**src/rtl/if_pkg.sv**
```systemverilog
// +----------------------------------------------------------------------+
// | if_pkg : shared constants for the instruction-fetch stage            |
// | Rev 1.0 : initial release                                            |
// +----------------------------------------------------------------------+
`default_nettype none

package if_pkg;

  localparam logic [1:0] S_REQ  = 2'd0;
  localparam logic [1:0] S_WAIT = 2'd1;
  localparam logic [1:0] S_KILL = 2'd2;
  localparam logic [1:0] S_HOLD = 2'd3;

  localparam logic [31:0] NOP_INSTR = 32'h0000_0000;
  localparam logic [31:0] PC_INC    = 32'd4;

  function automatic logic [31:0] word_align(input logic [31:0] addr);
    return {addr[31:2], 2'b00};
  endfunction

endpackage

`default_nettype wire

```
**src/rtl/if_fetch_unit.sv**
```systemverilog
// +----------------------------------------------------------------------+
// | if_fetch_unit : PC owner, single-outstanding imem fetch, IF/ID feed  |
// | Optional perf counters enabled by IF_FETCH_PERF_CNT_EN               |
// | Rev 1.0 : initial release                                            |
// +----------------------------------------------------------------------+
`default_nettype none

module if_fetch_unit
  import if_pkg::*;
#(
  parameter logic [31:0] RESET_PC = 32'h0000_0000
) (
  input  logic        clk,
  input  logic        reset,
  input  logic        stall,
  input  logic        redirect_valid,
  input  logic [31:0] redirect_pc,
  output logic        imem_req_valid,
  input  logic        imem_req_ready,
  output logic [31:0] imem_addr,
  input  logic        imem_rsp_valid,
  input  logic [31:0] imem_rsp_data,
  output logic        fetch_valid,
  output logic [31:0] instruction,
  output logic [31:0] pc_next,
  output logic [31:0] perf_delivered,
  output logic [31:0] perf_killed
);

  logic [1:0]  r_state;
  logic [31:0] r_pc;
  logic [31:0] r_fetch_pc;
  logic [31:0] r_hold_instr;
  logic [31:0] r_hold_pc;

  logic [31:0] w_redirect_pc;
  logic [31:0] w_fetch_pc_inc;
  logic        w_deliver_rsp;
  logic        w_deliver_hold;
  logic        w_discard;

  assign w_redirect_pc  = word_align(redirect_pc);
  assign w_fetch_pc_inc = r_fetch_pc + PC_INC;

  // A redirect flushes IF/ID this cycle, so it suppresses any delivery.
  assign w_deliver_rsp  = (r_state == S_WAIT) && imem_rsp_valid && !stall && !redirect_valid;
  assign w_deliver_hold = (r_state == S_HOLD) && !stall && !redirect_valid;
  assign w_discard      = !reset && imem_rsp_valid &&
                          (((r_state == S_WAIT) && redirect_valid) || (r_state == S_KILL));

  assign imem_req_valid = !reset && (r_state == S_REQ) && !redirect_valid;
  assign imem_addr      = r_pc;
  assign fetch_valid    = !reset && (w_deliver_rsp || w_deliver_hold);

  always_comb begin
    instruction = NOP_INSTR;
    pc_next     = 32'h0000_0000;
    if (fetch_valid) begin
      if (r_state == S_HOLD) begin
        instruction = r_hold_instr;
        pc_next     = r_hold_pc;
      end else begin
        instruction = imem_rsp_data;
        pc_next     = w_fetch_pc_inc;
      end
    end
  end

  always_ff @(posedge clk) begin
    if (reset) begin
      r_state      <= S_REQ;
      r_pc         <= word_align(RESET_PC);
      r_fetch_pc   <= 32'h0000_0000;
      r_hold_instr <= NOP_INSTR;
      r_hold_pc    <= 32'h0000_0000;
    end else begin
      case (r_state)
        S_REQ: begin
          if (redirect_valid) begin
            r_pc <= w_redirect_pc;
          end else if (imem_req_ready) begin
            r_fetch_pc <= r_pc;
            r_state    <= S_WAIT;
          end
        end
        S_WAIT: begin
          if (redirect_valid) begin
            r_pc    <= w_redirect_pc;
            r_state <= imem_rsp_valid ? S_REQ : S_KILL;
          end else if (imem_rsp_valid) begin
            if (stall) begin
              r_hold_instr <= imem_rsp_data;
              r_hold_pc    <= w_fetch_pc_inc;
              r_state      <= S_HOLD;
            end else begin
              r_pc    <= w_fetch_pc_inc;
              r_state <= S_REQ;
            end
          end
        end
        S_KILL: begin
          // The stale response must drain before a new request can go out.
          if (redirect_valid) begin
            r_pc <= w_redirect_pc;
          end
          if (imem_rsp_valid) begin
            r_state <= S_REQ;
          end
        end
        S_HOLD: begin
          if (redirect_valid) begin
            r_pc         <= w_redirect_pc;
            r_hold_instr <= NOP_INSTR;
            r_hold_pc    <= 32'h0000_0000;
            r_state      <= S_REQ;
          end else if (!stall) begin
            r_pc    <= r_hold_pc;
            r_state <= S_REQ;
          end
        end
        default: r_state <= S_REQ;
      endcase
    end
  end

`ifdef IF_FETCH_PERF_CNT_EN
  logic [31:0] r_perf_delivered;
  logic [31:0] r_perf_killed;

  always_ff @(posedge clk) begin
    if (reset) begin
      r_perf_delivered <= 32'h0000_0000;
      r_perf_killed    <= 32'h0000_0000;
    end else begin
      if (fetch_valid) r_perf_delivered <= r_perf_delivered + 32'd1;
      if (w_discard)   r_perf_killed    <= r_perf_killed + 32'd1;
    end
  end

  assign perf_delivered = r_perf_delivered;
  assign perf_killed    = r_perf_killed;
`else
  logic w_unused_discard;
  assign w_unused_discard = w_discard;
  assign perf_delivered   = 32'h0000_0000;
  assign perf_killed      = 32'h0000_0000;
`endif

endmodule

`default_nettype wire

```
**config.mk**
```make
export PLATFORM = sky130hd
export DESIGN_NAME = if_fetch_unit
export DESIGN_NICKNAME = d
export VERILOG_FILES = /design/src/rtl/if_pkg.sv /design/src/rtl/if_fetch_unit.sv
export SDC_FILE = /design/constraint.sdc
export NUM_CORES = 1
export LEC_CHECK = 0
export CAP_MARGIN = 20
export CORE_ASPECT_RATIO = 2
export CORE_MARGIN = 2
export CORE_UTILIZATION = 45
export CTS_BUF_LIST = sky130_fd_sc_hd__clkbuf_16
export CTS_CLUSTER_DIAMETER = 150
export DETAILED_ROUTE_END_ITERATION = 6
export GPL_ROUTABILITY_DRIVEN = 1
export GPL_TIMING_DRIVEN = 0
export PLACE_DENSITY_LB_ADDON = 0.25
export SYNTH_ARGS = -nofsm -noshare
export SYNTH_HDL_FRONTEND = slang
export SYNTH_SLANG_ARGS = --single-unit
```
**constraint.sdc**
```tcl
create_clock -name clk -period 3.5 [get_ports clk]
set_input_delay 0.875 -clock clk [delete_from_list [all_inputs] [get_ports clk]]
set_output_delay 0.875 -clock clk [all_outputs]
set_load 0.02 [all_outputs]
```
==> impl_metrics.json, run 1 <==
{
  "async_flop_share_pct": 0,
  "fin_ws_ps": -14.8,
  "drive_gt1_share_pct": 17.4,
  "hold_slack_ps": 456,
  "synth_area_sq_um": 7350,
  "hp-class": "flop to flop",
  "grt_use_total_pct": 30.3,
  "cp_max_fo": 6,
  "clock-sinks": 130,
  "violations": "negative setup slack",
  "setup_viol": 1,
  "cts_tree": "yes",
  "ys_seq_area_share_pct": 35.4,
  "worstMarginPinSlew_ps": 1260,
  "root_buffer": "clkbuf_16",
  "grt_overflow": 0,
  "skew_ps": 13.7,
  "grt_pass1_wl_mm": 40.5,
  "pin_count": 232,
  "cts_buffer_depth": 2,
  "stdcell_area_sq_um": 10100,
  "drc": 0,
  "pwr_density_cell_nw_per_um2": 408,
  "synthDistinctLibCells": 53,
  "synth_seq_cells": 130,
  "endpoint_kind": "output port",
  "grt_pass1_vias": 7638,
  "p_switching_mw": 1.14,
  "syn_inst": 1021,
  "drv_slew": 0,
  "synthFlopType": "dfxtp_1",
  "combPwrFrac_pct": 14.8,
  "drt_iter0_markers": 813,
  "rows": 66,
  "rrSetupSlack_ps": 780,
  "intPower_mw": 2.97,
  "initial_core_util_pct": 45.7,
  "die_w_microns": 94.4,
  "firstDrtPassIters": 6,
  "drt-total-wl_mm": 27.4,
  "r2r_cells": 5,
  "final_nets": 1338,
  "clk_latency_ps": 430,
  "yosys_warnings": 0,
  "max-cap-violations": 0,
  "h-tree-depth": 4,
  "outcome": "finished with violations",
  "whs_path_depth": 2,
  "die-area_sq_um": 17400,
  "cp.required_ps": 2620,
  "dieHeight_microns": 185,
  "clkPwrFrac_pct": 46.9,
  "crit_path_start_kind": "flop",
  "dpl.hpwl_mm": 19.3,
  "slew_headroom_pct": 15.4,
  "rsz0062_at_grt": "true",
  "period_minus_slack_ps": 3510,
  "syn_area_per_cell_sq_um": 7.20,
  "seq_power_share_pct": 38.3,
  "gp_congestion": 0.996,
  "vias": 8395,
  "grt_max_degree": 17,
  "p_leak_nw": 4.05,
  "synth_edf_count": 0,
  "cp_cell_sequence": "nand2_1 -> nor4_4 -> nand4_1 -> xor2_1 -> a211oi_1 -> buf_2",
  "clk_pin_slew_ps": 60,
  "viasPerCell": 5.66,
  "dpl_cell_area_sq_um": 9490,
  "period_share_pct": 100,
  "hold_viol": 0,
  "slowest_stage": "nor4_4",
  "max_freq_mhz": 285,
  "io_buffers": 164,
  "worstPathArrival_ps": 2640,
  "core_region_area_sq_um": 16100,
  "postRouteAntennaNets": 0,
  "syn_to_final_growth_pct": 36.8,
  "cts_buffers": 17,
  "antenna_found_initial": 0,
  "max_stage_delay_ps": 490,
  "critical_path_class": "flop to output port",
  "avgRoutedWirePerCell_microns": 18.4,
  "switching_share_pct": 27.7,
  "num_antenna_cells": 0,
  "ir_worst_vdd_mv": 0.357
}
## final timing paths
kind / startpoint / to
worst max-delay path: r_fetch_pc[20]$_SDFFE_PP0P_ / pc_next[31]
worst min-delay path: r_hold_instr[23]$_SDFFE_PP0P_ / r_hold_instr[23]$_SDFFE_PP0P_
worst max register to register: r_state[0]$_SDFFE_PP0P_ / imem_addr[25]$_SDFFE_PP0P_
worst min register to register: r_hold_instr[23]$_SDFFE_PP0P_ / r_hold_instr[23]$_SDFFE_PP0P_
## flip-flops by register name, indices dropped and copies added, names as in the netlist
name          flops
imem_addr        32
r_fetch_pc       32
r_hold_instr     32
r_hold_pc        32
r_state           2
## cell families (layout without fill, tap and decap cells)
group	Yosys count	count (layout)	share of synthesized area (%)
AOI/OAI and AO/OA	265	265	22.0
adders and majority gates	1	1	0.170
and+or+nand+nor	435	435	26.9
other	1	64	0.0510
muxes	9	9	1.22
buffers and inverters	157	353	11.5
DFF	130	130	35.4
xor gates and xnor gates	23	23	2.74
## per-stage QoR
step	worst slack (ps)	power, mW	instances	utilization (%)	TNS [ps]
after floorplan	134	1.95	1084	-	0
after global placement	-1150	2.18	1452	58.9	-57320
after detailed placement	-1130	2.19	1452	58.9	-56110
after CTS	1.17	4.09	1484	63.1	0
after global routing	-36.7	4.21	1484	62.5	-59.6
final	-14.8	4.11	1484	62.5	-14.8
## worst max-delay path, delay by kind of cell (launching register included)
| kind | cells | cell delay, ps |
|---|---|---|
| and+or+nand+nor | 3 | 1010 |
| DFF | 1 | 440 |
| AOI/OAI and AO/OA | 1 | 290 |
| xor gates and xnor gates | 1 | 250 |
| buffers and inverters | 1 | 220 |
## routing by layer
layer | vias up | global-route usage, % | wire (microns)
met5 | - | 0 | 0
met4 | 0 | 14.4 | 1150
met3 | 89 | 4.39 | 2640
met2 | 494 | 49.8 | 13200
met1 | 3899 | 38.5 | 10400
li1 | 3913 | - | -
## cells in the mapped netlist, drive strengths merged, types with 9 or more instances
cell | n | area share [%]
inv | 9 | 0.46
dfxtp | 130 | 35
o211ai | 10 | 1.0
clkbuf | 62 | 3.2
buf | 86 | 7.9
mux2i | 9 | 1.2
and3 | 18 | 1.5
xor2 | 13 | 1.5
a221oi | 10 | 1.2
nor3 | 17 | 1.2
xnor2 | 10 | 1.2
o21ai | 34 | 2.3
a21oi | 135 | 9.2
a211oi | 34 | 3.5
nand4 | 10 | 0.85
nor2 | 77 | 3.9
nand2 | 228 | 12
nand3 | 47 | 3.5
## power groups by stage
stage,sequential (mW),clock [mW],combinational [mW]
floorplan,1.62,0,0.327
global placement,1.60,0,0.585
detailed placement,1.60,0,0.591
CTS,1.57,1.92,0.595
global route,1.58,1.99,0.643
finish,1.57,1.93,0.607
## final cells by class
type                    instances  area [sq um]
fillers                      1501          6040
multi-input cells             797          4290
repair buffers                166          1390
well taps                     204           255
flip-flops and latches        130          2610
inverters                       9          33.8
clock buffers                  17           425
plain buffers                 146           861
clock inverters                15           203
## layout by cell type (no fill, tap or decap), types with 13 or more instances in the layout
master	n
a211oi_1	22
a21oi_1	134
and3_1	18
buf_2	54
buf_4	76
clkbuf_1	43
clkbuf_16	17
clkbuf_2	17
clkdlybuf4s50_1	95
conb_1	64
dfxtp_1	126
nand2_1	228
nand3_1	44
nor2_1	77
nor3_1	14
o21ai_0	32
xor2_1	13
## timing repair
action / in CTS / in global routing
hold buffers: 0 / 0
resized for setup: 257 / 78
endpoints found under the hold margin: 0 / 0
pin swaps: 1 / 3
endpoints found under the setup margin: 66 / 61
buffers inserted: 0 / 2
Power figures use the tool's default switching activity.
==> run 2, diff against run 1 <==
CORE_MARGIN = default   (was 2)
==> impl_metrics.json, run 2 (synthesis results as in run 1) <==
{
  "drv_slew": 0,
  "hold_buffers": 0,
  "firstDrtPassIters": 7,
  "wl_met1_mm": 9.11,
  "stdcell_area_sq_um": 10100,
  "final_cell_mix": "nand2_1 (228), a21oi_1 (127), dfxtp_1 (127)",
  "grt_pass1_vias": 8232,
  "mostFrequentLayoutCell": "nand2_1",
  "clk_pin_slew_ps": 60,
  "slew_headroom_pct": 26.8,
  "final_util_pct": 63.8,
  "grt_pass1_wl_mm": 43.2,
  "cts_buffer_depth": 2,
  "dpl.hpwl_mm": 20.5,
  "pwr_density_cell_nw_per_um2": 411,
  "worstPathArrival_ps": 2640,
  "num_antenna_cells": 0,
  "rsz0062_at_grt": "true",
  "core_region_area_sq_um": 15900,
  "p_leak_nw": 4.05,
  "die-area_sq_um": 16900,
  "root_buffer": "clkbuf_16",
  "crit_path_start_kind": "primary input",
  "grt_use_total_pct": 33.7,
  "viasPerCell": 5.72,
  "drt-total-wl_mm": 28.2,
  "gp_congestion": 0.957,
  "cp_max_fo": 10,
  "finalPower_mw": 4.16,
  "skew_ps": 11.5,
  "worstMarginPinSlew_ps": 1090,
  "fin_ws_ps": -16.8,
  "grt_max_degree": 17,
  "setup_viol": 4,
  "pin_count": 232,
  "ir_worst_vdd_mv": 0.385,
  "endpoint_kind": "output port",
  "postRouteAntennaNets": 0,
  "hold_viol": 0,
  "clk_latency_ps": 430,
  "syn_to_final_growth_pct": 37.6,
  "avgRoutedWirePerCell_microns": 19.1,
  "initial_core_util_pct": 46.4,
  "period_minus_slack_ps": 3520,
  "drt_iter0_markers": 688,
  "cp.required_ps": 2620,
  "rows": 65,
  "critical_path_class": "primary input to output port",
  "cts_buffers": 17,
  "dieHeight_microns": 183,
  "violations": "negative setup slack",
  "drive_gt1_share_pct": 17.7,
  "n_fill_cell": 1504,
  "max-cap-violations": 0,
  "dpl_cell_area_sq_um": 9480,
  "antenna_found_initial": 0,
  "wl_met3_mm": 2.64,
  "vias": 8455,
  "grt_overflow": 0,
  "clock-sinks": 130,
  "outcome": "finished with violations",
  "io_buffers": 164,
  "cts_tree": "yes",
  "max_freq_mhz": 284,
  "setup_tns_ps": -28.8,
  "hp-class": "flop to flop",
  "wl_met2_mm": 14.4,
  "drc": 0,
  "dr.max_layer_used": "met4",
  "die_w_microns": 92.4,
  "final_nets": 1336,
  "h-tree-depth": 4,
  "period_share_pct": 100
}
## run 2: worst paths after layout
| check | start | to | slack (ps) | cells past startpoint |
|---|---|---|---|---|
| setup reg to reg | r_state[0]$_SDFFE_PP0P_ | imem_addr[28]$_SDFFE_PP0P_ | 780 | 6 |
| setup / recovery | stall | pc_next[26] | -20 | 7 |
| hold / removal | r_hold_instr[7]$_SDFFE_PP0P_ | r_hold_instr[7]$_SDFFE_PP0P_ | 450 | 2 |
| hold reg to reg | r_hold_instr[7]$_SDFFE_PP0P_ | r_hold_instr[7]$_SDFFE_PP0P_ | 450 | 2 |
## run 2: metal layers
metal | GRT usage (%) | vias up
li1 | - | 3901
met1 | 33.7 | 3855
met2 | 60.0 | 541
met3 | 6.88 | 158
met4 | 25.1 | 0
met5 | 0 | -
## run 2: report_power, final
part           switching, mW  leakage, nW  internal (mW)
logic                  0.368         2.68          0.246
clock network          0.710        0.306           1.26
registers             0.0506         1.06           1.53
total                   1.13         4.05           3.03
## run 2: timing repair
item                       in CTS  in global routing
gates cloned                    0                  0
gates resized for setup       295                 53
pin swaps                       0                  1
setup endpoints to repair      66                 59
buffers inserted                0                  1
## run 2: worst max-delay path: stages
cell           delay [ps]
dlygate4sd2_1         300
nand2b_1              200
or4_4                 450
clkbuf_8              190
clkbuf_8              190
a211oi_2              230
buf_4                 190
## run 2: layout make-up
cell class              count  area, sq um  area share (%)
inverters                   9         33.8           0.334
repair buffers            165         1410            14.0
plain buffers             145          852            8.42
flip-flops and latches    130         2610            25.7
clock inverters            15          215            2.13
well taps                 201          251            2.48
multi-input cells         797         4320            42.7
clock buffers              17          425            4.20
## run 2: through the flow
step                      worst slack (ps)  std cells  hold slack [ps]
after floorplan                        134       1084              437
after global placement               -1160       1449              442
after detailed placement             -1170       1449              447
after CTS                            -25.0       1480              454
after global routing                 -37.6       1479              470
final                                -16.8       1479              452
